===== src/rtl/synth_slot_sequencer.sv =====
// Frame scheduler: walks every voice x envelope slot once per sample tick, waits
// for the shared pipeline to drain, then strobes sample_valid.
module synth_slot_sequencer #(
    parameter int VOICES       = 8,
    parameter int V_ENVS       = 8,
    parameter int V_WIDTH      = 3,
    parameter int E_WIDTH      = 3,
    parameter int FLUSH_CYCLES = 34
) (
    input  logic                       sCLK_XVXENVS,
    input  logic                       reset_reg_N,
    input  logic                       sample_tick,
    input  logic                       enable,
    input  logic                       ovr_clear,
    output logic [V_WIDTH+E_WIDTH-1:0] xxxx,
    output logic                       n_xxxx_zero,
    output logic                       busy,
    output logic                       frame_start,
    output logic                       sample_valid,
    output logic                       overrun,
    output logic [15:0]                frame_count
);

    localparam int SW    = V_WIDTH + E_WIDTH;
    localparam int SLOTS = VOICES * V_ENVS;
    localparam int CW    = $clog2(FLUSH_CYCLES + 1);
    localparam logic [SW-1:0] LAST  = SW'(SLOTS - 1);
    localparam logic [CW-1:0] FLAST = CW'(FLUSH_CYCLES - 1);

    typedef enum logic [1:0] {IDLE, RUN, FLUSH, DONE} state_t;

    state_t        state;
    logic          pending;
    logic [CW-1:0] flush_cnt;
    logic          tick_ok;
    logic          in_frame;
    logic          start_next;

    assign tick_ok    = sample_tick & enable;
    assign in_frame   = (state == RUN) || (state == FLUSH);
    assign start_next = tick_ok | pending;

    always_ff @(posedge sCLK_XVXENVS or negedge reset_reg_N) begin
        if (!reset_reg_N) begin
            state        <= IDLE;
            pending      <= 1'b0;
            flush_cnt    <= '0;
            xxxx         <= '0;
            n_xxxx_zero  <= 1'b0;
            busy         <= 1'b0;
            frame_start  <= 1'b0;
            sample_valid <= 1'b0;
            overrun      <= 1'b0;
            frame_count  <= '0;
        end else begin
            // A fresh overrun event beats a simultaneous clear.
            overrun      <= (in_frame & tick_ok & pending) | (overrun & ~ovr_clear);
            n_xxxx_zero  <= 1'b0;
            frame_start  <= 1'b0;
            sample_valid <= 1'b0;
            case (state)
                IDLE: begin
                    if (start_next) begin
                        state       <= RUN;
                        pending     <= 1'b0;
                        busy        <= 1'b1;
                        n_xxxx_zero <= 1'b1;
                        frame_start <= 1'b1;
                        xxxx        <= '0;
                    end
                end
                RUN: begin
                    if (tick_ok) pending <= 1'b1;
                    if (xxxx == LAST) begin
                        state     <= FLUSH;
                        flush_cnt <= '0;
                    end else begin
                        xxxx <= xxxx + SW'(1);
                    end
                end
                FLUSH: begin
                    if (tick_ok) pending <= 1'b1;
                    if (flush_cnt == FLAST) begin
                        state        <= DONE;
                        busy         <= 1'b0;
                        sample_valid <= 1'b1;
                        frame_count  <= frame_count + 16'd1;
                        xxxx         <= '0;
                    end else begin
                        flush_cnt <= flush_cnt + CW'(1);
                    end
                end
                DONE: begin
                    // A queued or coincident tick chains straight into the next frame.
                    pending <= 1'b0;
                    if (start_next) begin
                        state       <= RUN;
                        busy        <= 1'b1;
                        n_xxxx_zero <= 1'b1;
                        frame_start <= 1'b1;
                    end else begin
                        state <= IDLE;
                    end
                end
                default: state <= IDLE;
            endcase
        end
    end

endmodule


===== config.mk =====
export PLATFORM = sky130hd
export DESIGN_NAME = synth_slot_sequencer
export DESIGN_NICKNAME = d
export VERILOG_FILES = /design/src/rtl/synth_slot_sequencer.sv
export SDC_FILE = /design/constraint.sdc
export NUM_CORES = 1
export LEC_CHECK = 0
export ABC_AREA = 1
export BUFFER_PORTS_ARGS = -buffer_cell sky130_fd_sc_hd__buf_2
export CORE_MARGIN = 4
export CORE_UTILIZATION = 45
export DETAILED_ROUTE_END_ITERATION = 8
export PLACE_DENSITY = 0.67
export RECOVER_POWER = 100
export SYNTH_ARGS = -nofsm -noshare
export SYNTH_HDL_FRONTEND = slang
export SYNTH_SLANG_ARGS = --single-unit

===== constraint.sdc =====
create_clock -name sCLK_XVXENVS -period 2.3 [get_ports sCLK_XVXENVS]
set_input_delay 0.115 -clock sCLK_XVXENVS [delete_from_list [all_inputs] [get_ports sCLK_XVXENVS]]
set_output_delay 0.115 -clock sCLK_XVXENVS [all_outputs]
set_load 0.02 [all_outputs]

== Word-level counts from Yosys, hierarchy flattened ==
Index checks and enable logic that the tools add are counted.

* Add/subtract/negate cells: 3
* Equality and inequality tests: 12
* Multiplexer cells: 22
* Bitwise operators: 7
* Reductions and logical operators: 13

{| class="wikitable"
|+ Operators with widths
! cell !! number
|-
| 2-to-1 mux 6 bit || 5
|-
| case mux 6 bit (3 select lines) || 1
|-
| adder 16 x 1 -> 16 bit, second input constant || 1
|-
| adder 6 x 1 -> 6 bit, second input constant || 2
|-
| equality test 6 bit, second input constant || 2
|-
| case mux 6 bit (2 select lines) || 1
|-
| 2-to-1 mux 1 bit || 9
|-
| AND reduction 3 bit || 3
|-
| != test 2 x 1 -> 1 bit, second input constant || 4
|-
| case mux 2 bit (4 select lines) || 1
|-
| 2-to-1 mux 2 bit || 3
|-
| != test 2 bit, second input constant || 3
|-
| bitwise AND 1 bit || 4
|-
| equality test 2 bit, second input constant || 2
|-
| AND reduction 2 bit || 2
|-
| AND reduction 4 bit || 1
|-
| nonzero test 2 bit || 2
|-
| OR reduction 2 bit || 2
|-
| case mux 1 bit (3 select lines) || 1
|-
| nonzero test 3 bit || 1
|-
| equality test 2 x 1 -> 1 bit, second input constant || 1
|-
| zero test 2 bit || 1
|-
| bitwise OR 1 bit || 2
|-
| case mux 1 bit (2 select lines) || 1
|-
| 2 further kinds || 2
|}

* Flip-flop bits (word level): 35
* Output and inout bits: 27
* Logic and storage cells: 66

== Longest topological paths before layout ==
* Word-level depth: 5
* Depth in mapped cells: 10
* Mapped depth without buffers: 10

== Worst setup path before layout ==
Ideal clock, no wire load.

* Kind: register -> register
* From: reg state[0]
* To: reg xxxx[3]
* Arrival time: 1479 ps
* Path slack: 755 ps
* Stages on the path, launching flop included: 10
* Path buffers: 1
* Period minus slack after synthesis: 1545 ps
* Cells stage by stage: dfrtp_1 > inv_1 > ha_1 > or2_2 > nand2_1 > inv_1 > nand3_2 > buf_6 > nand2_1 > nand2_1

* Longest elaborated chain between the ends: 3
* Elaborated cells between the ends (all ways): 9

{| class="wikitable"
|+ Ends and longest elaborated chain
! what !! line !! RTL
|-
| start, declared || 32 || <nowiki>state_t state;</nowiki>
|-
| start signal, assigned || 45 || <nowiki>state <= IDLE;</nowiki>
|-
| start signal, assigned || 64 || <nowiki>state <= RUN;</nowiki>
|-
| start signal, assigned || 75 || <nowiki>state <= FLUSH;</nowiki>
|-
| equality test 2 bit (tied with other cells) || 61 || <nowiki>case (state)</nowiki>
|-
| != test 2 x 1 -> 1 bit (no source line) (tied with other cells) || n/a ||
|-
| AND reduction 4 bit (no source line) || n/a ||
|-
| end signal, assigned || 78 || <nowiki>xxxx <= xxxx + SW'(1);</nowiki>
|-
| end, declared || 15 || <nowiki>output logic [V_WIDTH+E_WIDTH-1:0] xxxx,</nowiki>
|}

Parallel ways exist; a longest one is shown, timed or not.
A chain may end at the register's enable or synchronous reset.

== Final worst setup path ==
* From: reg state[0]
* To: reg flush_cnt[5]

* Longest elaborated chain between the ends: 3
* Elaborated cells between the ends (all ways): 7

{| class="wikitable"
|+ Ends and longest elaborated chain
! what !! line !! RTL
|-
| equality test 2 bit or equality test 2 x 1 -> 1 bit (tied branches) || 61 ||
|-
| != test 2 bit (no source line) (tied with other cells) || n/a ||
|-
| AND reduction 3 bit (no source line) || n/a ||
|-
| end signal, assigned || 90 || <nowiki>flush_cnt <= flush_cnt + CW'(1);</nowiki>
|-
| end, declared || 34 || <nowiki>logic [CW-1:0] flush_cnt;</nowiki>
|}

Parallel ways exist; a longest one is shown, timed or not.

==> metrics.txt <==
status finished clean; #FFs+latches synth 35; reg2reg start state[0]$_DFFE_PN0P_; clk slew on worst S/H paths 0.07 ns; commonest cells in the netlist nand2_1, dfrtp_1, inv_1; cell count after synthesis 250; mux cell area share after synthesis 0; pre-CTS WS 0.494 ns; top cells by area, synth dfrtp_1, nand2_1, inv_1; mapped cell area 0.00207 mm2; cell taking the most area after synthesis dfrtp_1; synth warn 0; CTS tree yes; # DRC 0; Worst Path Buf+Inv 2; Synth Area in XOR/XNOR 0.0422; peak supply drop 295 uV; Crit Path Max Fanout 12; io pins 32; most common cell in the synthesized netlist nand2_1; final wirelength 3880 um; critical path's slowest cell dfrtp_1; clock sinks 35; leakage 1.17 nW; core area 0.00441 mm2; Net Sw Power 0.000237 W; Sequential Power Share 0.546; Req. time, crit path 2.48 ns; dpl hpwl 2790 um; Chip Width 75.9 um; critical path's top delay family simple AND/OR/NAND/NOR gates; ys flop type dfrtp_1; cts repair resizes 0; CP cell instances inv_1 -> ha_1 -> nand4_1 -> nand3_2 -> inv_1 -> nand2_1 -> nand2_1; part of the Yosys area used for sequential elements 0.422; clk buf depth 2; Final #Nets 299; cell area power density 497 mW/mm2; Final Cycle Share 0.791; clock power share 0.435; Setup Buffers After CTS 0; Post-Synth Adder-Cell Area 0.0543; syn_nets 264; Fin Setup TNS 0 ns; syn avg cell area 8.30 um2; layout cells sized above 1 0.108; fin. max-slew vios 0; RD Place Congestion 0.751; critical path class flop to flop; H-Tree Depth 2; fin crit period 1.82 ns; total power 0.00113 W; slew margin rel. 0.418; total track usage 0.153; setup ws final 0.480 ns; Worst setup SP type flop; Root Buffer clkbuf_8; worst slew pin tran 0.872 ns; Area Overhead vs Synth 9.89%; row cnt 24; antenna viol nets, final 0; Crit path arrival time 2.00 ns; Synth Area in Simple Gates 0.319; Max Fclk 0.549 GHz; Vias 1,610; hold_buf cts 1; largest net degree at the start of global routing 36; drt pass-1 iters 4; CP Capture Type flop; diode count 0; max incr delay on CP 0.42 ns; vias per cell 4.76; Worst Hold Class input pin to flop; antenna violations before repair 0; DRT iter0 DRCs 76; Initial Util 0.470; Switching Fraction 0.209; final hold violation count 0; Num CTS Buffers 5; RSZ-0062 raised after global routing no; Synth Area in Compound Gates 0.0826; ys async rst share 1.00; Max Cap Viol 0; Buffers on Ports 31; routed len/inst 11.5 um; total gr overflow 0; Chip Height 75.9 um; via count of the first global-routing pass 1,480; Skew-Pair Late Insertion Delay 0.29 ns; Synth cell types 28; clk_skew 0.00636 ns; critical path launch point state[0]$_DFFE_PN0P_; largest family of logic cells by synthesized area simple AND/OR/NAND/NOR gates; fin util 0.516; worst hold start ovr_clear; die area 0.00576 mm2; combinational share of power 0.019; Final Setup Violations 0; first-pass GRT wire length 6670 um; Synth top area share 0.422; Internal Pwr Total 0.000896 W; number of synthesized flops with an enable pin 0
==> worst reg2reg max path, cell delays in order (launching register included) <==
cell	delay, ns
dfrtp_1	0.42
inv_1	0.13
ha_1	0.24
nand4_1	0.40
nand3_2	0.35
inv_1	0.07
nand2_1	0.06
nand2_1	0.05
==> through the flow <==
stage                     hold slack [ns]  std cells  area (um2)
final                              0.0181        338        2280
after detailed placement            0.250        329        2250
after CTS                          0.0141        338        2360
after global routing               0.0106        338        2280
after floorplan                    -0.181        250        2070
after global placement              0.240        329        2250
==> layer usage <==
metal / share of wire / GRT usage / up-vias / routed length, um
met5: 0 / 0 / - / 0
li1: - / - / 855 / -
met3: 0.040 / 0.0462 / 7 / 155
met1: 0.49 / 0.201 / 730 / 1880
met4: 0.019 / 0.0680 / 0 / 73
met2: 0.46 / 0.230 / 18 / 1770
==> final timing paths <==
check | end | slack, ns | depth (start not counted)
max reg2reg | flush_cnt[5]$_DFFE_PN0P_ | 0.48 | 7
min | overrun$_DFF_PN0_ | 0.02 | 2
min in group asynchronous | flush_cnt[5]$_DFFE_PN0P_ | 0.48 | 2
max in group asynchronous | frame_start$_DFF_PN0_ | 1.28 | 2
max | flush_cnt[5]$_DFFE_PN0P_ | 0.48 | 7
min reg2reg | flush_cnt[5]$_DFFE_PN0P_ | 0.52 | 2
==> layout by cell type, fill, tap and decap left out, drive strengths merged <==
cell	instances
o211ai	1
o21ai	19
xnor2	6
o21a	1
nand3	17
o32ai	1
nand4	6
clkbuf	36
nand2	82
dfrtp	35
inv	33
a21oi	3
ha	9
or2	4
nand3b	1
dlygate4sd3	1
nor2	21
nor3	3
buf	3
xor2	4
==> final cells by class <==
class                   count  area, um2
well taps                  52       65.1
flip-flops and latches     35        876
inverters                  33        124
fillers                   454       2130
clock buffers               8        100
repair buffers             32        131
multi-input cells         178        983
==> sequential cells by signal (all words and copies together) (netlist names) <==
signal / cells
frame_start: 1
state: 2
pending: 1
busy: 1
sample_valid: 1
xxxx: 6
frame_count: 16
overrun: 1
flush_cnt: 6
==> kinds of logic (layout without fill, tap and decap cells) <==
| logic type | Yosys count | in the layout |
|---|---|---|
| DFF | 35 | 35 |
| xor gates and xnor gates | 10 | 10 |
| AOI/OAI and AO/OA | 25 | 25 |
| and+or+nand+nor | 134 | 134 |
| buffers and inverters | 37 | 73 |
| adders and majority gates | 9 | 9 |
==> power groups by stage <==
stage               Clock [W]  Combinational [W]  Sequential, W
floorplan                   0         0.00000236       0.000632
global placement            0          0.0000222       0.000629
detailed placement          0          0.0000228       0.000629
CTS                  0.000506          0.0000240       0.000617
global route         0.000530          0.0000258       0.000617
finish               0.000492          0.0000221       0.000618
(Power assumes the default switching activity.)
